$ cat config.mk
export PLATFORM = sky130hd
export DESIGN_NAME = lisa_mem_arbiter
export DESIGN_NICKNAME = d
export VERILOG_FILES = /design/src/rtl/lisa_mem_arbiter.sv
export SDC_FILE = /design/constraint.sdc
export NUM_CORES = 1
export LEC_CHECK = 0
export BUFFER_PORTS_ARGS = -buffer_cell sky130_fd_sc_hd__clkbuf_2
export CORE_MARGIN = 10
export CORE_UTILIZATION = 32
export CTS_BUF_LIST = sky130_fd_sc_hd__clkbuf_8 sky130_fd_sc_hd__clkbuf_16
export DETAILED_ROUTE_END_ITERATION = 10
export PLACE_DENSITY = 0.82
export SKIP_LAST_GASP = 1
export SYNTH_ARGS = -nofsm -noshare
export SYNTH_HDL_FRONTEND = slang
export SYNTH_SLANG_ARGS = --single-unit
$ cat constraint.sdc
create_clock -name clk -period 2.4 [get_ports clk]
set_clock_uncertainty 0.2 [all_clocks]
set_input_delay 0.48 -clock clk [delete_from_list [all_inputs] [get_ports clk]]
set_output_delay 0.48 -clock clk [all_outputs]
set_load 0.005 [all_outputs]
$ cat src/rtl/lisa_mem_arbiter.sv
// rtl/lisa_mem_arbiter.sv - two-port (fetch / load-store) arbiter onto one single-cycle-latency memory
//
// Purpose:
//   Shares one memory port between a fetch (IF) requester and a load/store (LS)
//   requester. Grants are combinational; read data comes back one cycle after the
//   grant and goes to whichever port owned that read.
//   Optional build macro: LISA_ARB_RR_EN selects round-robin arbitration on
//   contention. When it is undefined, LS always wins contention (fixed priority).
//
// Ports:
//   clk, rst_n                        clock, synchronous active-low reset
//   if_req/if_addr -> if_gnt          fetch request / grant
//   if_rvalid, if_rdata               fetch read response
//   ls_req/ls_we/ls_addr/ls_wdata     load/store request
//   ls_gnt, ls_rvalid, ls_rdata       load/store grant / read response
//   mem_addr/mem_write_en/mem_write_data, mem_read_data   shared memory port
//   conflict_cnt                      saturating count of cycles with both requests
module lisa_mem_arbiter #(
    parameter int ADDR_W = 16,
    parameter int DATA_W = 32
) (
    input  logic              clk,
    input  logic              rst_n,
    input  logic              if_req,
    input  logic [ADDR_W-1:0] if_addr,
    output logic              if_gnt,
    output logic              if_rvalid,
    output logic [DATA_W-1:0] if_rdata,
    input  logic              ls_req,
    input  logic              ls_we,
    input  logic [ADDR_W-1:0] ls_addr,
    input  logic [DATA_W-1:0] ls_wdata,
    output logic              ls_gnt,
    output logic              ls_rvalid,
    output logic [DATA_W-1:0] ls_rdata,
    output logic [ADDR_W-1:0] mem_addr,
    output logic              mem_write_en,
    output logic [DATA_W-1:0] mem_write_data,
    input  logic [DATA_W-1:0] mem_read_data,
    output logic [15:0]       conflict_cnt
);

    // Owner of the read response that returns in the next cycle.
    typedef enum logic [1:0] {
        OWN_NONE = 2'd0,
        OWN_IF   = 2'd1,
        OWN_LS   = 2'd2
    } owner_e;

    localparam logic WIN_IF = 1'b0;
    localparam logic WIN_LS = 1'b1;

    owner_e      owner_q, owner_d;
    logic        last_winner_q, last_winner_d;
    logic [15:0] conflict_cnt_q, conflict_cnt_d;
    logic        contention;
    logic        ls_wins;

    // Grant decision
    always_comb begin
        if_gnt     = 1'b0;
        ls_gnt     = 1'b0;
        contention = if_req & ls_req;
`ifdef LISA_ARB_RR_EN
        // Round-robin: on contention the port that did not win last time goes.
        ls_wins    = (last_winner_q == WIN_IF);
`else
        ls_wins    = 1'b1;
`endif
        if (rst_n) begin
            if (contention) begin
                ls_gnt = ls_wins;
                if_gnt = ~ls_wins;
            end else begin
                if_gnt = if_req;
                ls_gnt = ls_req;
            end
        end
    end

    // Shared memory port: everything is zero unless someone is granted.
    always_comb begin
        mem_addr       = '0;
        mem_write_en   = 1'b0;
        mem_write_data = '0;
        if (if_gnt) begin
            mem_addr = if_addr;
        end else if (ls_gnt) begin
            mem_addr       = ls_addr;
            mem_write_en   = ls_we;
            mem_write_data = ls_we ? ls_wdata : '0;
        end
    end

    // Next-state logic
    always_comb begin
        owner_d        = OWN_NONE;
        last_winner_d  = last_winner_q;
        conflict_cnt_d = conflict_cnt_q;
        if (if_gnt) begin
            owner_d       = OWN_IF;
            last_winner_d = WIN_IF;
        end else if (ls_gnt) begin
            // Stores produce no response, so they leave no owner behind.
            owner_d       = ls_we ? OWN_NONE : OWN_LS;
            last_winner_d = WIN_LS;
        end
        if (contention && (conflict_cnt_q != 16'hFFFF)) begin
            conflict_cnt_d = conflict_cnt_q + 16'd1;
        end
    end

    always_ff @(posedge clk) begin
        if (!rst_n) begin
            owner_q        <= OWN_NONE;
            last_winner_q  <= WIN_IF;
            conflict_cnt_q <= '0;
        end else begin
            owner_q        <= owner_d;
            last_winner_q  <= last_winner_d;
            conflict_cnt_q <= conflict_cnt_d;
        end
    end

    // Read response steering; rdata is held at zero when not valid.
    always_comb begin
        if_rvalid    = (owner_q == OWN_IF);
        ls_rvalid    = (owner_q == OWN_LS);
        if_rdata     = if_rvalid ? mem_read_data : '0;
        ls_rdata     = ls_rvalid ? mem_read_data : '0;
        conflict_cnt = conflict_cnt_q;
    end

endmodule

==> metrics <==
vias in the first global route 2549; Cell variety after synth 35; Initial Util 33.5%; PnR Total Power 0.809 mW; Simple-Gate Fraction of Synth Area 54.5%; Ys Warns 0; H-tree depth 1; max_cap viols 0; main flop type after synthesis dfxtp_1; gr usage total 18.7%; CP Data Arrival Time 2.04 ns; syn_area_per_cell 7.52 sq um; Mapped Cells 232; EDFF count, synth 0; Power Density 266 nW/um^2; post-DR wirelength/cell 17.3 um; initial DRC count 91; CP max FO 6; gr ovfl total 0; # nets final 564; status complete, no violations; diode count 0; hold buffers post-CTS 0; data required time of the critical path 2.33 ns; Via Count 2580; cts repair resizes 0; Die W 93.9 um; P_leak 1.74 nW; final instance area 3050 sq um; RePlAce Congestion 0.877; Synth Area in Compound Gates 17.8%; worst hold path class input pin to flop; Final Hold Fails 0; TritonCTS clock tree done; largest net degree at the start of global routing 34; CTS Buffer Depth 2; Core Region 5200 sq um; DP Area 2990 sq um; Worst Setup Path Type flop to flop; total CTS buffers 3; antenna violations before repair 0; first-pass GRT wire length 13.5 mm; Worst slew margin 66.4%; Synth Net Count 334; ys async rst share 0%; crit start category flop; Crit path largest cell delay 0.46 ns; main combinational cell family by area after synthesis simple AND/OR/NAND/NOR gates; Slew @ Worst Pin 0.499 ns; drt first pass iters 4; Post-Synth XOR/XNOR Area 0.502%; Commonest cells post-synth and2_1, dfxtp_1, a22o_1; root buf cell clkbuf_8; Area contributors post-synth and2_1, dfxtp_1, a22o_1, a21oi_1, clkbuf_1; Rows 26; post-synth top area cell and2_1; drt drc 0; vias per cell 4.86; Critical Path End Type flop; RSZ-0062 raised after global routing no; most common cell in the netlist and2_1; area share of the largest cell type after synthesis 35.5%; total routed wirelength 9.21 mm; final setup TNS 0 ns; Post CTS Setup Buffer Count 0; Tcrit/Tclk final 88.0%; Die Span Y 93.9 um; antenna viol nets, final 0; Syn-to-layout area delta 74.6%; Period minus WS final 2.11 ns; setup violators final 0; Max Slew Vio Count 0; Clock Sinks 18; mapped cell area 1750 sq um; layout cells sized above 1 54.4%; post-synthesis mux area share 1.72%; Ports 234; register clock-pin slew on the reported worst setup and hold paths 0.07 ns; worst vdd ir 0.224 mV; Post-DP HPWL 8.19 mm; DIE AREA 8810 sq um; Critical Path, Cell by Cell ha_1, nand3_1, or3b_4, o311ai_0, o41ai_1; post-synthesis sequential area ratio 20.6%; synthesized flop and latch total 18; worst-skew pair later-pin latency 0.25 ns; critical path's slowest cell or3b_4; number of buffers added on ports 233; maximum clock frequency 473 MHz; post-synthesis adder-cell area fraction 0.717%
## kinds of logic after synthesis
logic type,count (synthesis)
adder cells (fa/ha/maj),1
multiplexers,3
AND/OR/NAND/NOR,151
AO/OA/AOI/OAI,40
flip-flops,18
XOR/XNOR,1
buffers and inverters,18
## worst paths after layout
| kind | end | startpoint | slack (ns) | cells past startpoint |
|---|---|---|---|---|
| hold / removal | owner_q[1]$_SDFF_PP0_ | ls_we | 0.21 | 2 |
| setup / recovery | conflict_cnt[10]$_SDFFE_PN0P_ | conflict_cnt[1]$_SDFFE_PN0P_ | 0.29 | 5 |
| setup reg to reg | conflict_cnt[10]$_SDFFE_PN0P_ | conflict_cnt[1]$_SDFFE_PN0P_ | 0.29 | 5 |
| hold reg to reg | conflict_cnt[14]$_SDFFE_PN0P_ | conflict_cnt[14]$_SDFFE_PN0P_ | 0.32 | 2 |
## cell usage in the layout (no fill, tap or decap), types with 4 or more instances in the layout
master | Yosys | layout
and2_1 | 99 | 99
or4_1 | 5 | 5
a21oi_1 | 10 | 10
nor2_1 | 8 | 8
o31ai_1 | 5 | 5
a22o_1 | 16 | 16
nand4_1 | 4 | 4
dfxtp_1 | 18 | 18
nand2_1 | 10 | 10
clkbuf_2 | 0 | 233
buf_4 | 0 | 7
clkbuf_8 | 0 | 4
o21ai_0 | 4 | 4
## where the power goes
| group | internal (mW) | leakage [nW] | switching, mW |
|---|---|---|---|
| registers | 0.302 | 0.145 | 0.00274 |
| logic | 0.143 | 1.57 | 0.112 |
| clock network | 0.146 | 0.0288 | 0.104 |
| total | 0.591 | 1.74 | 0.218 |
## worst max-delay path: cells and delay by family (launching register included)
kind	cells	cell delay (ns)
flip-flops	1	0.43
adder cells (fa/ha/maj)	1	0.22
AND/OR/NAND/NOR	2	0.67
AO/OA/AOI/OAI	2	0.46
## registers in the layout, indices dropped and copies added (netlist names)
name,count
conflict_cnt,16
owner_q,2
## through the flow
step / std cells / setup WS (ns) / hold slack [ns] / utilization (%)
3_5_place_dp: 527 / 0.291 / 0.308 / 57.5
4_1_cts: 531 / 0.284 / 0.201 / 58.5
2_1_floorplan: 232 / 0.230 / 0.280 / -
3_3_place_gp: 527 / 0.339 / 0.284 / 57.5
6_report: 531 / 0.287 / 0.207 / 58.5
5_1_grt: 531 / 0.169 / 0.200 / 58.5
## layer usage
metal	vias up	share of wire, %	GRT usage, %
li1	1268	-	-
met1	1140	34	18.1
met2	160	50	33.5
met3	12	14	10.6
met4	0	2.2	5.06
met5	-	0	0
## area by class of cell
| type | instances | area, sq um |
|---|---|---|
| repair buffers | 240 | 1220 |
| clock buffers | 4 | 55.1 |
| inverters | 3 | 11.3 |
| fillers | 497 | 2160 |
| multi-input cells | 196 | 1310 |
| flip-flops and latches | 18 | 360 |
| well taps | 70 | 87.6 |
Power figures use the tool's default switching activity.
